## config.mk

```make
export PLATFORM = sky130hd
export DESIGN_NAME = cp0_exc_regfile
export DESIGN_NICKNAME = d
export VERILOG_FILES = /design/src/rtl/cp0_exc_regfile.sv
export SDC_FILE = /design/constraint.sdc
export NUM_CORES = 1
export LEC_CHECK = 0
export CAP_MARGIN = 20
export CORE_ASPECT_RATIO = 0.8
export CORE_MARGIN = 2
export CORE_UTILIZATION = 51
export CTS_CLUSTER_DIAMETER = 50
export DETAILED_ROUTE_END_ITERATION = 8
export PLACE_DENSITY = 0.84
export SLEW_MARGIN = 20
export SYNTH_ARGS = -nofsm -noshare
export SYNTH_HDL_FRONTEND = slang
export SYNTH_SLANG_ARGS = --single-unit
```

## constraint.sdc

```tcl
create_clock -name clk -period 5.93 [get_ports clk]
set_clock_uncertainty 0.15 [all_clocks]
set_input_delay 1.186 -clock clk [delete_from_list [all_inputs] [get_ports clk]]
set_output_delay 1.186 -clock clk [all_outputs]
set_load 0.1 [all_outputs]
```

## src/rtl/cp0_exc_regfile.sv

```systemverilog
// CP0 register file: commits exception_type codes from MEM, services MTC0/MFC0 and runs Count/Compare.
// Optional timer interrupt (Cause.TI / IP7) enabled by defining CP0_TIMER_INT_EN.
module cp0_exc_regfile #(
    parameter logic [31:0] EXC_VECTOR = 32'hBFC0_0380,
    parameter int unsigned HW_INT_W   = 6
) (
    input  logic                clk,
    input  logic                rst_n,
    input  logic [31:0]         exception_type,
    input  logic [31:0]         mem_pc,
    input  logic                mem_in_delayslot,
    input  logic [31:0]         mem_bad_addr,
    input  logic                we,
    input  logic [4:0]          waddr,
    input  logic [31:0]         wdata,
    input  logic [4:0]          raddr,
    output logic [31:0]         rdata,
    input  logic [HW_INT_W-1:0] hw_int,
    output logic [31:0]         CP0_status,
    output logic [31:0]         CP0_cause,
    output logic [31:0]         CP0_epc,
    output logic                flush,
    output logic [31:0]         redirect_pc
);

    localparam logic [31:0] EXC_INT     = 32'h0000_0001;
    localparam logic [31:0] EXC_ADEL    = 32'h0000_0004;
    localparam logic [31:0] EXC_ADES    = 32'h0000_0005;
    localparam logic [31:0] EXC_SYSCALL = 32'h0000_0008;
    localparam logic [31:0] EXC_BREAK   = 32'h0000_0009;
    localparam logic [31:0] EXC_RI      = 32'h0000_000A;
    localparam logic [31:0] EXC_OVF     = 32'h0000_000C;
    localparam logic [31:0] EXC_ERET    = 32'h0000_000E;

    localparam logic [4:0] REG_BADVADDR = 5'd8;
    localparam logic [4:0] REG_COUNT    = 5'd9;
    localparam logic [4:0] REG_COMPARE  = 5'd11;
    localparam logic [4:0] REG_STATUS   = 5'd12;
    localparam logic [4:0] REG_CAUSE    = 5'd13;
    localparam logic [4:0] REG_EPC      = 5'd14;

    localparam logic [31:0] STATUS_RESET = 32'h0040_0000;
    localparam logic [31:0] STATUS_WMASK = 32'h0000_FF03;

    logic [31:0] r_status;
    logic [31:0] r_cause;
    logic [31:0] r_epc;
    logic [31:0] r_badvaddr;
    logic [31:0] r_count;
    logic [31:0] r_compare;
    logic        r_count_tog;
    logic        r_flush;
    logic [31:0] r_redirect_pc;

    logic        w_is_exc;
    logic        w_is_eret;
    logic        w_is_addr_err;
    logic        w_mtc0;
    logic        w_wr_count;
    logic        w_wr_compare;
    logic        w_wr_status;
    logic        w_wr_cause;
    logic        w_wr_epc;
    logic        w_ti_next;
    logic [31:0] w_count_next;
    logic [31:0] w_status_next;
    logic [31:0] w_cause_next;
    logic [31:0] w_epc_next;

    always_comb begin
        w_is_exc = 1'b0;
        case (exception_type)
            EXC_INT, EXC_ADEL, EXC_ADES, EXC_SYSCALL,
            EXC_BREAK, EXC_RI, EXC_OVF: w_is_exc = 1'b1;
            default:                    w_is_exc = 1'b0;
        endcase
    end

    assign w_is_eret     = (exception_type == EXC_ERET);
    assign w_is_addr_err = (exception_type == EXC_ADEL) || (exception_type == EXC_ADES);

    // The MTC0 sitting in MEM alongside an exception/ERET is flushed, so its write is dropped.
    assign w_mtc0       = we && !w_is_exc && !w_is_eret;
    assign w_wr_count   = w_mtc0 && (waddr == REG_COUNT);
    assign w_wr_compare = w_mtc0 && (waddr == REG_COMPARE);
    assign w_wr_status  = w_mtc0 && (waddr == REG_STATUS);
    assign w_wr_cause   = w_mtc0 && (waddr == REG_CAUSE);
    assign w_wr_epc     = w_mtc0 && (waddr == REG_EPC);

    assign w_count_next = w_wr_count  ? wdata :
                          r_count_tog ? r_count + 32'd1 : r_count;

`ifdef CP0_TIMER_INT_EN
    logic w_timer_hit;
    // Only a real increment can produce a match, so Count==Compare==0 out of reset stays quiet.
    assign w_timer_hit = !w_wr_count && r_count_tog && (w_count_next == r_compare);
    assign w_ti_next   = !w_wr_compare && (r_cause[30] || w_timer_hit);
`else
    assign w_ti_next   = 1'b0;
`endif

    always_comb begin
        w_status_next = r_status;
        if (w_wr_status) begin
            w_status_next = (r_status & ~STATUS_WMASK) | (wdata & STATUS_WMASK);
        end
        if (w_is_exc) begin
            w_status_next[1] = 1'b1;
        end else if (w_is_eret) begin
            w_status_next[1] = 1'b0;
        end
    end

    always_comb begin
        w_cause_next        = '0;
        w_cause_next[31]    = (w_is_exc && !r_status[1]) ? mem_in_delayslot : r_cause[31];
        w_cause_next[30]    = w_ti_next;
        w_cause_next[15:10] = {w_ti_next | hw_int[5], hw_int[4:0]};
        w_cause_next[9:8]   = w_wr_cause ? wdata[9:8] : r_cause[9:8];
        if (w_is_exc) begin
            w_cause_next[6:2] = (exception_type == EXC_INT) ? 5'd0 : exception_type[4:0];
        end else begin
            w_cause_next[6:2] = r_cause[6:2];
        end
    end

    always_comb begin
        w_epc_next = r_epc;
        if (w_is_exc && !r_status[1]) begin
            w_epc_next = mem_in_delayslot ? mem_pc - 32'd4 : mem_pc;
        end else if (w_wr_epc) begin
            w_epc_next = wdata;
        end
    end

    always_ff @(posedge clk or negedge rst_n) begin
        if (!rst_n) begin
            r_status      <= STATUS_RESET;
            r_cause       <= '0;
            r_epc         <= '0;
            r_badvaddr    <= '0;
            r_count       <= '0;
            r_compare     <= '0;
            r_count_tog   <= 1'b0;
            r_flush       <= 1'b0;
            r_redirect_pc <= '0;
        end else begin
            r_status    <= w_status_next;
            r_cause     <= w_cause_next;
            r_epc       <= w_epc_next;
            r_count     <= w_count_next;
            r_count_tog <= ~r_count_tog;
            if (w_wr_compare) begin
                r_compare <= wdata;
            end
            if (w_is_exc && w_is_addr_err) begin
                r_badvaddr <= mem_bad_addr;
            end
            r_flush <= w_is_exc || w_is_eret;
            if (w_is_exc) begin
                r_redirect_pc <= EXC_VECTOR;
            end else if (w_is_eret) begin
                r_redirect_pc <= r_epc;
            end
        end
    end

    always_comb begin
        case (raddr)
            REG_BADVADDR: rdata = r_badvaddr;
            REG_COUNT:    rdata = r_count;
            REG_COMPARE:  rdata = r_compare;
            REG_STATUS:   rdata = r_status;
            REG_CAUSE:    rdata = r_cause;
            REG_EPC:      rdata = r_epc;
            default:      rdata = '0;
        endcase
    end

    assign CP0_status  = r_status;
    assign CP0_cause   = r_cause;
    assign CP0_epc     = r_epc;
    assign flush       = r_flush;
    assign redirect_pc = r_redirect_pc;

endmodule
```

==> qor.csv, run 1 <==
metric;value;unit
r2r_start;r_count_tog;
post_drt_wl_per_cell;21.3;um
num_antenna_cells;0;
grt_use_total;30.8;%
grt_pass1_wl;46500;um
critPathLaunchType;primary input;
hold_viol_final;0;
fin_util;68.2;%
cp.required;4.59;ns
critPathBufInv;3;
pin_count;309;
critPathMaxStageDelay;0.51;ns
crit_slowest_cell;or3b_2;
area_growth;32.7;%
place_hpwl;22900;um
num_rows;45;
design.core.area;18800;sq um
cts_tree;yes;
clock_latency;0.44;ns
dr_total_vias;8381;
place_area;12200;sq um
totalWireLength;30900;um
dieHeight;127;um
yosys_warnings;0;
cp_common_cell;buf_4;
final_layout_size_suffix_gt1_share;14.9;%
ctsHoldBuffers;0;
r2r_end;r_count[31];
path_class;primary input to output pin;
cp_max_fo;32;
grt_pass1_vias;7932;
antenna_found_initial;0;
async_flop_share;100;%
slew_headroom;28.0;%
netlist_area;9670;sq um
powerDensity;314;nW/um^2
avgSynthCellArea;10.3;sq um
drt_first_pass_iters;8;
finalSetupViolCount;0;
globalplace.congestion;0.951;
nNetsFinal;1328;
drcViolationCount;0;
cts_setup_buffers;0;
synth_cells;935;
hold_class;register to register;
cts_made_buffers;17;
route.antenna.remaining_nets;0;
cts_resized;0;
synth_enable_flop_cells;0;
post-route-min-period;4.66;ns
outcome;complete, no violations;
dp_slack;1.27;ns
cts-root-buf;clkbuf_16;
fmax;215;MHz
whs;0.352;ns
critical_path.endpoint;rdata[18];
fin_tns_setup;0;ns
cp-startpoint;raddr[3];
arrival;3.32;ns
ctsHtreeMaxLevel;4;
rsz0062_at_grt;no;
via_per_inst;5.78;
cts_max_path_buffers;2;
worst-r2r-setup-slack;3.55;ns
yosysSeqAreaShare;48.1;%
path_cells;clkdlybuf4s50_1, or3b_2, nor3_2, buf_4, a22oi_1, nand2_1, buf_4;
drt_iter0_markers;913;
mostFrequentLayoutCells;clkdlybuf4s50_1 (235), dfrtp_1 (186), nand2_1 (117), nor2_1 (79), mux2_2 (65);
fin_area;12800;sq um
worst_r2r_path_depth;6;
critPathTopFamily;buffers and inverters;
layout.cells.most_common;clkdlybuf4s50_1;
clock_sink_count;186;
setup_slack;1.27;ns
drv_cap;0;
clkSlewWorstSetupHoldPaths;0.07;ns
path_depth;7;
worst_pin_slew;1.08;ns
p_leak;5.58;nW
grt_max_degree;111;
post-route-period-util;78.6;%
cp-end-kind;output pin;
grt_overflow_total;0;
synth_ff_type;dfrtp_1;
start_util;51.4;%
synth_cell_types;54;
ir_drop;0.221;mV
final-max-slew-violation-count;0;
die_w;158;um
dieArea;20100;sq um
io_buffers;268;
synth_seq_cells;186;
[worst min-delay path by stage]
| stage | to | from | depth (start not counted) |
|---|---|---|---|
| 2_1_floorplan | r_badvaddr[22] | r_badvaddr[22] | 1 |
| 4_1_cts | redirect_pc[27] | redirect_pc[27] | 2 |
| 5_1_grt | redirect_pc[7] | redirect_pc[7] | 2 |
| 3_5_place_dp | redirect_pc[23] | redirect_pc[23] | 2 |
| 6_report | redirect_pc[28] | redirect_pc[28] | 2 |
| 3_3_place_gp | redirect_pc[7] | redirect_pc[7] | 2 |
[cell families after synthesis]
logic type / count (synthesis) / synth area share (%)
flops: 186 / 48.1
buf+inv: 107 / 7.19
fa+ha+maj: 2 / 0.259
other cells: 2 / 0.0776
compound gates: 175 / 13.0
mux: 79 / 9.58
simple gates: 326 / 16.5
xor+xnor: 58 / 5.25
[worst register-to-register path, cell delays in order (launching register included)]
cell     delay, ns
dfrtp_1       0.47
and3_1        0.23
and3_1        0.43
nand4_1       0.32
nor3_1        0.39
xnor2_1       0.17
a21oi_1       0.08
[cell type report]
type | instances | area (sq um)
clock inverters | 14 | 158
clock buffers | 18 | 439
fillers | 1472 | 5970
well taps | 258 | 323
repair buffers | 284 | 2730
multi-input cells | 680 | 4490
inverters | 9 | 33.8
flip-flops and latches | 186 | 4650
[cell usage after synthesis, drive strengths merged (2+ instances only)]
| library cell | count | area [sq um] |
|---|---|---|
| and4bb | 2 | 28.8 |
| a22o | 2 | 17.5 |
| a21oi | 59 | 295 |
| nor4 | 19 | 125 |
| xnor2 | 35 | 307 |
| mux2i | 3 | 30.0 |
| a22oi | 63 | 473 |
| clkbuf | 24 | 90.1 |
| conb | 2 | 7.51 |
| mux2 | 76 | 897 |
| o31ai | 2 | 15.0 |
| nor3 | 20 | 128 |
| nor2 | 82 | 310 |
| nor4b | 4 | 65.1 |
| o211ai | 2 | 25.0 |
| dfrtp | 186 | 4650 |
| a221o | 26 | 260 |
| and2 | 3 | 18.8 |
| or2 | 2 | 12.5 |
| and4 | 2 | 17.5 |
| buf | 74 | 572 |
| or3 | 6 | 37.5 |
| xor2 | 23 | 201 |
| ha | 2 | 25.0 |
| or4 | 2 | 15.0 |
| a222oi | 9 | 90.1 |
| nand2b | 5 | 31.3 |
| o22ai | 2 | 12.5 |
| o21ai | 6 | 30.0 |
| nand3 | 29 | 145 |
| nand3b | 4 | 30.0 |
| nand4 | 14 | 87.6 |
| nand2 | 117 | 439 |
| inv | 9 | 33.8 |
| and3 | 10 | 62.6 |
| a21o | 2 | 15.0 |
[report_power, final]
part           switching (mW)  internal (mW)
sequential              0.225           1.43
clock                   0.545          0.610
combinational           0.844          0.370
total                    1.61           2.41
[registers in the layout (all words and copies together) (netlist names)]
register and cells:
r_count 32, flush 1, CP0_epc 32, CP0_status 10, CP0_cause 14, r_badvaddr 32, r_count_tog 1, r_compare 32
redirect_pc 32
[through the flow]
step | power, mW | cells
after floorplan | 2.48 | 973
after global placement | 2.86 | 1416
after detailed placement | 2.88 | 1417
after CTS | 4.02 | 1449
after global routing | 4.16 | 1449
final | 4.03 | 1449
[per-layer routing]
| metal | global-route usage (%) | part of all wire [%] | vias to the layer above | routed length (um) |
|---|---|---|---|---|
| li1 | - | - | 3781 | - |
| met1 | 45.7 | 44 | 4090 | 13600 |
| met2 | 45.2 | 44 | 471 | 13600 |
| met3 | 8.96 | 10 | 39 | 3200 |
| met4 | 6.47 | 1.5 | 0 | 457 |
| met5 | 0 | 0 | - | 0 |
No activity file was read; power rests on OpenSTA's default activity.
==> run 2: changes to the inputs <==
Settings changed: CORE_UTILIZATION 51 to 43, PLACE_DENSITY 0.84 to 0.75.
Clock period 5.93 ns to 4.2 ns, I/O delays scaled along.
==> qor.csv, run 2 (synthesis results as in run 1) <==
metric;value;unit;change
outcome;complete, no violations;;
cts_made_buffers;17;;unchanged
io_buffers;268;;unchanged
worst-r2r-setup-slack;1.88;ns;-1.67 ns
grt_overflow_total;0;;unchanged
nNetsFinal;1336;;+0.60%
path_class;primary input to output pin;;
post-route-period-util;89.8;%;
dieHeight;138;um;+8.6%
grt_use_total;27.0;%;-3.8 points
design.core.area;22300;sq um;+18%
post_drt_wl_per_cell;21.2;um;-0.55%
place_hpwl;24000;um;+5.0%
clock_latency;0.43;ns;about the same
num_rows;49;;+8.9%
finalNonFillerCells;1505;;+3.9%
worst_pin_slew;1.08;ns;-0.00191 ns
cp.required;3.21;ns;-1.38 ns
clock_sink_count;186;;unchanged
pin_count;309;;unchanged
mostFrequentLayoutCells;clkdlybuf4s50_1 (235), dfrtp_1 (186), nand2_1 (117), nor2_1 (79), mux2_2 (65);;
fin_tns_setup;0;ns;unchanged
cts-root-buf;clkbuf_16;;
whs;0.292;ns;-0.0594 ns
crit_slowest_cell;or3b_2;;
slew_headroom;28.1;%;+0.13 points
ctsHoldBuffers;0;;unchanged
hold_class;primary input to asynchronous set/reset pin;;
path_cells;clkdlybuf4s50_1, or3b_2, nor3_2, buf_4, a222oi_1, nand2_1, buf_12;;
cts_setup_buffers;0;;unchanged
start_util;43.5;%;-8.0 points
grt_max_degree;83;;-25%
cts_tree;yes;;
finalSetupViolCount;0;;unchanged
fmax;265;MHz;
totalWireLength;31900;um;+3.3%
final-max-slew-violation-count;0;;unchanged
drv_cap;0;;unchanged
hold_viol_final;0;;unchanged
dieArea;23700;sq um;+18%
critPathLaunchType;primary input;;
via_per_inst;5.51;;-4.7%
clkSlewWorstSetupHoldPaths;0.07;ns;about the same
cp-startpoint;raddr[3];;
final_layout_size_suffix_gt1_share;15.3;%;+0.40 points
drt_iter0_markers;753;;-18%
route.antenna.remaining_nets;0;;unchanged
globalplace.congestion;0.946;;-0.56%
ir_drop;0.270;mV;+22%
cp-end-kind;output pin;;
cp_max_fo;20;;-38%
powerDensity;428;nW/um^2;+36%
area_growth;38.3;%;
drcViolationCount;0;;unchanged
grt_pass1_vias;8071;;+1.8%
p_leak;5.71;nW;+2.3%
post-route-min-period;3.77;ns;
critPathMaxStageDelay;0.51;ns;about the same
num_antenna_cells;0;;unchanged
rsz0062_at_grt;no;;
antenna_found_initial;0;;unchanged
grt_pass1_wl;48600;um;+4.6%
arrival;2.78;ns;-0.54 ns
dp.cells;1473;;+4.0%
layout.cells.most_common;clkdlybuf4s50_1;;
ctsHtreeMaxLevel;4;;unchanged
die_w;172;um;+8.7%
cts_resized;0;;unchanged
r2r_start;r_count_tog;;
dr_total_vias;8296;;-1.0%
cts_max_path_buffers;2;;unchanged
drt_first_pass_iters;6;;-2
[run 2: cell types whose count changed in the layout (fill, tap and decap cells not counted), sizes merged]
| cell | delta |
|---|---|
| inv | -3 |
| clkbuf | +1 |
| buf | +8 |
| clkinvlp | +1 |
| bufinv | +1 |
[run 2: critical path, delay by kind of cell]
| kind | cells | cell delay [ns] |
|---|---|---|
| AND/OR/NAND/NOR | 3 | 0.79 |
| AO/OA/AOI/OAI | 1 | 0.17 |
| buffers and inverters | 3 | 0.97 |
[run 2: metrics by stage]
step           utilization (%)  setup WS [ns]  power (mW)  instance area [sq um]
6_report                  60.1          0.427        5.72                  13400
5_1_grt                   60.1          0.353        5.92                  13400
4_1_cts                   60.1          0.437        5.74                  13400
3_5_place_dp              57.5          0.434        4.11                  12800
3_3_place_gp              57.5          0.500        4.09                  12800
2_1_floorplan                -          0.342        3.50                   9820
[run 2: final cells by class]
cell class	count	area, sq um
clock inverter	13	143
tap	306	383
inverter	9	33.8
sequential	186	4650
timing repair buffer	292	3240
multi-input combinational	680	4490
fill	1864	8870
clock buffer	19	443
[run 2: metal layers]
metal  vias to the layer above  part of all wire (%)  track usage [%]
li1                       3798                     -                -
met3                        28                   9.6             6.61
met2                       395                    44             39.0
met1                      4075                    45             40.7
met4                         0                   1.4             6.51
met5                         -                     0                0
[run 2: power by group]
| part | internal (mW) | total [mW] | switching, mW |
|---|---|---|---|
| Clock | 0.899 | 1.63 | 0.733 |
| Combinational | 0.556 | 1.76 | 1.20 |
| Sequential | 2.02 | 2.33 | 0.312 |
| Total | 3.48 | 5.72 | 2.25 |
[run 2: final timing paths]
kind                            cells past startpoint             end
min in group clk                                    2  redirect_pc[7]
worst max register to register                      6     r_count[31]
worst min-delay path                                1   CP0_cause[13]
worst min register to register                      2  redirect_pc[7]
max in group asynchronous                           2     r_count[28]
worst max-delay path                                7       rdata[22]
